===== src/rtl/frame_seq_ctrl_if.sv =====
// Pixel stream bundle for frame_seq_ctrl: upstream source handshake plus the
// write side of the pipeline input FIFO.
//   master : the sequencer (consumes src_*, produces fifo_* writes)
//   slave  : the environment (pixel source + FIFO)
interface frame_seq_ctrl_if;
    logic        src_valid;
    logic [23:0] src_data;
    logic        src_ready;
    logic        fifo_wr_en;
    logic [23:0] fifo_din;
    logic        fifo_full;

    modport master (
        input  src_valid,
        input  src_data,
        input  fifo_full,
        output src_ready,
        output fifo_wr_en,
        output fifo_din
    );

    modport slave (
        output src_valid,
        output src_data,
        output fifo_full,
        input  src_ready,
        input  fifo_wr_en,
        input  fifo_din
    );
endinterface


===== src/rtl/frame_seq_ctrl.sv =====
// frame_seq_ctrl: sequences one video frame through a Sobel pipeline.
// IDLE -> STREAM (feed FRAME_PIXELS pixels into the input FIFO)
//      -> DRAIN  (wait for the pipeline to write FRAME_PIXELS results)
//      -> DONE   (one-cycle done pulse) -> IDLE.
// Pixels pass combinationally from the source to the FIFO write port.
// Optional drain watchdog: define FRAME_SEQ_CTRL_TIMEOUT_EN to enable it.
// Without it, error is tied low and DRAIN waits forever.
module frame_seq_ctrl #(
    parameter int IMG_WIDTH      = 720,
    parameter int IMG_HEIGHT     = 540,
    parameter int TIMEOUT_CYCLES = 4096
) (
    input  logic                   clk,
    input  logic                   rst,
    input  logic                   start,
    input  logic                   sink_wr_en,
    frame_seq_ctrl_if.master       bus,
    output logic                   busy,
    output logic                   done,
    output logic                   error,
    output logic [19:0]            in_count,
    output logic [19:0]            out_count
);

    localparam logic [19:0] FRAME_PIXELS = 20'(IMG_WIDTH * IMG_HEIGHT);

    // Counters are 20 bits wide, so the frame has to fit.
    if ((IMG_WIDTH * IMG_HEIGHT) >= (1 << 20) || IMG_WIDTH < 1 || IMG_HEIGHT < 1
        || TIMEOUT_CYCLES < 1) begin : g_bad_cfg
        $error("frame_seq_ctrl: unsupported parameter set");
    end

    typedef enum logic [1:0] {
        S_IDLE   = 2'd0,
        S_STREAM = 2'd1,
        S_DRAIN  = 2'd2,
        S_DONE   = 2'd3
    } state_e;

    state_e      state_q, state_d;
    logic [19:0] in_count_q, in_count_d;
    logic [19:0] out_count_q, out_count_d;

    logic        ready_int;   // source may transfer this cycle
    logic        xfer;        // pixel moves source -> FIFO this cycle
    logic        start_acc;   // start accepted (only meaningful in IDLE)
    logic        sink_acc;    // pipeline output strobe that counts
    logic        out_full;    // all results of the frame written
    logic        tmo;         // drain watchdog expired this cycle

    assign ready_int = (state_q == S_STREAM) && !bus.fifo_full;
    assign xfer      = bus.src_valid && ready_int;
    assign start_acc = (state_q == S_IDLE) && start;
    assign out_full  = (out_count_q == FRAME_PIXELS);
    assign sink_acc  = sink_wr_en && !out_full
                       && ((state_q == S_STREAM) || (state_q == S_DRAIN));

`ifdef FRAME_SEQ_CTRL_TIMEOUT_EN
    localparam int WD_W = $clog2(TIMEOUT_CYCLES + 1);

    logic [WD_W-1:0] wd_q, wd_d;
    logic            error_q, error_d;

    // Expire on the TIMEOUT_CYCLES-th consecutive silent DRAIN cycle; a
    // frame that has already completed never times out.
    assign tmo = (state_q == S_DRAIN) && !sink_wr_en && !out_full
                 && (wd_q == WD_W'(TIMEOUT_CYCLES - 1));

    // Watchdog counts silent DRAIN cycles, restarting on every sink strobe.
    always_comb begin
        wd_d = wd_q;
        if (state_q != S_DRAIN || sink_wr_en) begin
            wd_d = '0;
        end else if (!tmo) begin
            wd_d = wd_q + WD_W'(1);
        end
    end

    // Error is sticky until the next accepted start.
    always_comb begin
        error_d = error_q;
        if (start_acc) begin
            error_d = 1'b0;
        end else if (tmo) begin
            error_d = 1'b1;
        end
    end

    // Watchdog and error registers.
    always_ff @(posedge clk or posedge rst) begin
        if (rst) begin
            wd_q    <= '0;
            error_q <= 1'b0;
        end else begin
            wd_q    <= wd_d;
            error_q <= error_d;
        end
    end

    assign error = error_q;
`else
    assign tmo   = 1'b0;
    assign error = 1'b0;
`endif

    // State register.
    always_ff @(posedge clk or posedge rst) begin
        if (rst) begin
            state_q <= S_IDLE;
        end else begin
            state_q <= state_d;
        end
    end

    // Next-state logic.
    always_comb begin
        state_d = state_q;
        case (state_q)
            S_IDLE: begin
                if (start) begin
                    state_d = S_STREAM;
                end
            end
            S_STREAM: begin
                // Last pixel of the frame closes the input side; even if all
                // results are already in, DRAIN is visited for one cycle.
                if (xfer && (in_count_q == FRAME_PIXELS - 20'd1)) begin
                    state_d = S_DRAIN;
                end
            end
            S_DRAIN: begin
                if (out_full || tmo) begin
                    state_d = S_DONE;
                end
            end
            S_DONE: begin
                state_d = S_IDLE;
            end
            default: begin
                state_d = S_IDLE;
            end
        endcase
    end

    // Outputs decoded from the current state plus the pass-through path.
    always_comb begin
        busy           = (state_q == S_STREAM) || (state_q == S_DRAIN);
        done           = (state_q == S_DONE);
        bus.src_ready  = ready_int;
        bus.fifo_wr_en = xfer;
        bus.fifo_din   = bus.src_data;
    end

    // Frame counters: cleared by an accepted start, then count transfers
    // and (saturating) pipeline output strobes independently.
    always_comb begin
        in_count_d  = in_count_q;
        out_count_d = out_count_q;
        if (start_acc) begin
            in_count_d  = '0;
            out_count_d = '0;
        end else begin
            if (xfer) begin
                in_count_d = in_count_q + 20'd1;
            end
            if (sink_acc) begin
                out_count_d = out_count_q + 20'd1;
            end
        end
    end

    // Counter registers.
    always_ff @(posedge clk or posedge rst) begin
        if (rst) begin
            in_count_q  <= '0;
            out_count_q <= '0;
        end else begin
            in_count_q  <= in_count_d;
            out_count_q <= out_count_d;
        end
    end

    assign in_count  = in_count_q;
    assign out_count = out_count_q;

endmodule


===== src/flat_wrapper.sv =====
// flat-port wrapper written by rule: the top's interface ports become plain ports
module frame_seq_ctrl_flat 
#(
    parameter int IMG_WIDTH      = 720,
    parameter int IMG_HEIGHT     = 540,
    parameter int TIMEOUT_CYCLES = 4096
)
  (clk, rst, start, sink_wr_en, busy, done, error, in_count, out_count, bus_src_valid, bus_src_data, bus_fifo_full, bus_src_ready, bus_fifo_wr_en, bus_fifo_din);
  frame_seq_ctrl_if bus_i ();
  input  logic clk;
  input  logic rst;
  input  logic start;
  input  logic sink_wr_en;
  output logic busy;
  output logic done;
  output logic error;
  output logic [19:0] in_count;
  output logic [19:0] out_count;
  input wire logic [$bits(bus_i.src_valid)-1:0] bus_src_valid;
  input wire logic [$bits(bus_i.src_data)-1:0] bus_src_data;
  input wire logic [$bits(bus_i.fifo_full)-1:0] bus_fifo_full;
  output wire logic [$bits(bus_i.src_ready)-1:0] bus_src_ready;
  output wire logic [$bits(bus_i.fifo_wr_en)-1:0] bus_fifo_wr_en;
  output wire logic [$bits(bus_i.fifo_din)-1:0] bus_fifo_din;
  assign bus_i.src_valid = bus_src_valid;
  assign bus_i.src_data = bus_src_data;
  assign bus_i.fifo_full = bus_fifo_full;
  assign bus_src_ready = bus_i.src_ready;
  assign bus_fifo_wr_en = bus_i.fifo_wr_en;
  assign bus_fifo_din = bus_i.fifo_din;
  frame_seq_ctrl #(.IMG_WIDTH(IMG_WIDTH), .IMG_HEIGHT(IMG_HEIGHT), .TIMEOUT_CYCLES(TIMEOUT_CYCLES)) u_core (.clk(clk), .rst(rst), .start(start), .sink_wr_en(sink_wr_en), .bus(bus_i), .busy(busy), .done(done), .error(error), .in_count(in_count), .out_count(out_count));
endmodule

===== config.mk =====
export PLATFORM = sky130hd
export DESIGN_NAME = frame_seq_ctrl_flat
export DESIGN_NICKNAME = d
export VERILOG_FILES = /design/src/rtl/frame_seq_ctrl_if.sv /design/src/rtl/frame_seq_ctrl.sv /design/src/flat_wrapper.sv
export SDC_FILE = /design/constraint.sdc
export NUM_CORES = 1
export LEC_CHECK = 0
export CAP_MARGIN = 20
export CORE_ASPECT_RATIO = 0.6
export CORE_MARGIN = 5
export CORE_UTILIZATION = 30
export DETAILED_ROUTE_END_ITERATION = 12
export DONT_BUFFER_PORTS = 1
export SLEW_MARGIN = 20
export SYNTH_ARGS = -nofsm -noshare
export SYNTH_HDL_FRONTEND = slang
export SYNTH_SLANG_ARGS = --single-unit

===== constraint.sdc =====
create_clock -name clk -period 2.25 [get_ports clk]
set_clock_uncertainty 0.1 [all_clocks]
set_input_delay 0.3375 -clock clk [delete_from_list [all_inputs] [get_ports clk]]
set_output_delay 0.3375 -clock clk [all_outputs]
set_load 0.02 [all_outputs]

==> impl_results.md <==
* Iter 0 DRT Violations at 94
* Initial antenna violation count at 0
* Synth-to-Final Area Change at 18.0%
* Clock-pin slew on the worst setup and hold paths at 60 ps
* Peak supply drop at 0.000472 V
* DIE AREA at approximately 0.010 mm^2
* Multi-input logic area at 0.00121 mm^2
* Mapped Nets at approximately 310
* Period utilization at 0.957
* Syn Inst Count at ~270
* Initial cell density of the core at 0.311
* Vias per cell at about 4.9
* Flops & latches, synth at 42
* Critical Path Fanout Max at 6
* Yosys cell types at 43
* GRT overflow at 0
* Dominant cell by count in the synthesized netlist: dfrtp_1
* Final #Nets at between 300 and 400
* Filler instances at about 800
* Ys async rst share at 1.00
* Final Max Tran Viols at 0
* Final non-filler cell total at 398
* Critical Path Source Type: flop
* Overall power at 2.63 mW
* Core ar. at between 0.007 and 0.008 mm^2
* Fmax at ~460 MHz
* Post-synth top area cell: dfrtp_1
* CTS max path bufs at 2
* DRT antenna net count at 0
* Post-Syn Area at around 0.0025 mm^2
* Seq/Total Area, Yosys at 0.425
* DP Wirelength at between 4 and 5 mm
* Synth Flop Type: dfrtp_1
* FF+latch area at approximately 0.0011 mm^2
* DRC at 0
* GPL Wtd Cong at between 0.7 and 0.8
* Top Ports at 99
* Number of inserted diodes at 0
* Routed WL at 6.26 mm
* Site row count at 25
* Least-Margin Pin Slew at approximately 550 ps
* H-tree depth at 2
* Mapped Avg Cell Area at between 9 and 10 um^2
* Post-synth EDFFs at 0
* CP Class: reg -> reg
* Minimum clock period at approximately 2200 ps
* Worst skew pair latency at 280 ps
* Power density over the cells at roughly 900 mW/mm^2
* Final setup viols at 0
* CTS Sinks at 42
* CTS buffer count at 5
* Via count at approximately 2000
* Post-synth top area share at 0.425
* Proportion of layout cells with a drive suffix above 1 at 0.210
* Global-route wire length before repair at 9.80 mm
* Count of cells along the worst register-to-register path at 6
* Area contributors post-synth: dfrtp_1 (42%), buf_4 (7.6%), xnor2_1 (6.0%)
* Wire per inst at about 16 um
* Vias in the first global route at about 1800
* Die width at ~130 um
* Ys Warns at 0
* Pre-antenna DRT Iters at 4
* Cells after DPL at 389
* Top post-synthesis cells by count: dfrtp_1 (42), nor2_1 (31), buf_4 (25), nand2_1 (25), nor3_1 (18)
* Critical Path End Type: flop
* Arr. time, crit path at about 2300 ps
* PortBufs at 0
* Worst Hold Class: in -> async
* Number of max-cap violations at 0
* Total track usage at 0.122
* CTS tree: done
* P_leak at between 1 and 1.5 nW
* Failing checks: hold timing
* Root Buffer: clkbuf_16
* Slew headroom at 0.633
* Hold Vio Cnt, Final at 28
* Status: finished with violations
* Largest net degree at the start of global routing at 43
* Worst hold slack at -14.3 ps
* Req. time, crit path at 2360 ps
* Chip height at around 80 um
logic make-up (layout without fill, tap and decap cells):
family / count (synthesis) / in the layout / synth area share
other cells: 1 / 1 / 0.00152
compound gates: 25 / 25 / 0.0597
mux: 2 / 2 / 0.00859
buf+inv: 39 / 55 / 0.0981
simple gates: 132 / 132 / 0.279
flops: 42 / 42 / 0.425
xor+xnor: 25 / 25 / 0.0885
fa+ha+maj: 8 / 8 / 0.0404
per-layer routing:
layer,track usage,vias up,wire (um)
met5,0,-,0
met4,0.0268,0,29
met3,0.0618,4,693
met2,0.161,49,2450
met1,0.173,947,3080
li1,-,961,-
path summary, 6_finish.rpt:
| kind | from | endpoint | slack, ps |
|---|---|---|---|
| worst max-delay path | u_core.state_q[1] | u_core.out_count[15] | 100 |
| worst min-delay path | rst | u_core.in_count[0] | -10 |
| worst max register to register | u_core.state_q[1] | u_core.out_count[15] | 100 |
| worst min register to register | u_core.state_q[0] | u_core.state_q[0] | 470 |
| max in group asynchronous | rst | u_core.out_count[17] | 1680 |
| min in group clk | bus_src_valid | u_core.in_count[6] | 300 |
cell type report:
class,instances,share of cell area
Inverter,8,0.0103
Timing Repair Buffer,39,0.100
Clock inverter,2,0.0206
Multi-Input combinational cell,193,0.415
Sequential cell,42,0.360
Tap cell,108,0.0463
Clock buffer,6,0.0475
cells in the final DEF, fill, tap and decap left out, drive strengths merged, types with 3 or more instances in the layout:
cell type,netlist,routed
a21oi,8,8
and3,4,4
buf,30,39
clkbuf,1,6
dfrtp,42,42
ha,8,8
inv,8,8
nand2,25,25
nand2b,3,3
nand3,16,16
nand4,9,9
nor2,31,31
nor3,19,19
nor4,4,4
o21ai,10,10
or3,6,6
or4,4,4
xnor2,17,17
xor2,8,8
critical path, cell delays in order (launching register included):
cell	delay (ps)
dfrtp_1	390
inv_1	130
ha_4	310
nand4_1	120
or4_4	570
or3_1	330
a21oi_1	140
flip-flops by register name (all words and copies together), names as in the netlist:
name,count
u_core.state_q,2
u_core.in_count,20
u_core.out_count,20
through the flow:
stage	area, um^2	worst slack (ps)	utilization	TNS, ps
after floorplan	2470	78.5	-	0
after global placement	2680	152	0.338	0
after detailed placement	2680	67.8	0.338	0
after CTS	2880	38.7	0.363	0
after global routing	2920	-11.5	0.368	-11.5
final	2920	96.1	0.368	0
power by group:
part / leakage [nW] / switching (mW) / internal (mW)
Sequential: 0.578 / 0.0527 / 0.818
Combinational: 0.611 / 0.493 / 0.307
Clock: 0.0971 / 0.293 / 0.666
Total: 1.29 / 0.840 / 1.79
repair_timing:
item	4_1_cts	5_1_grt
buffers inserted	0	1
gates resized for setup	0	5
endpoints found under the setup margin	0	6
hold buffers	0	0
(Power assumes the default switching activity.)
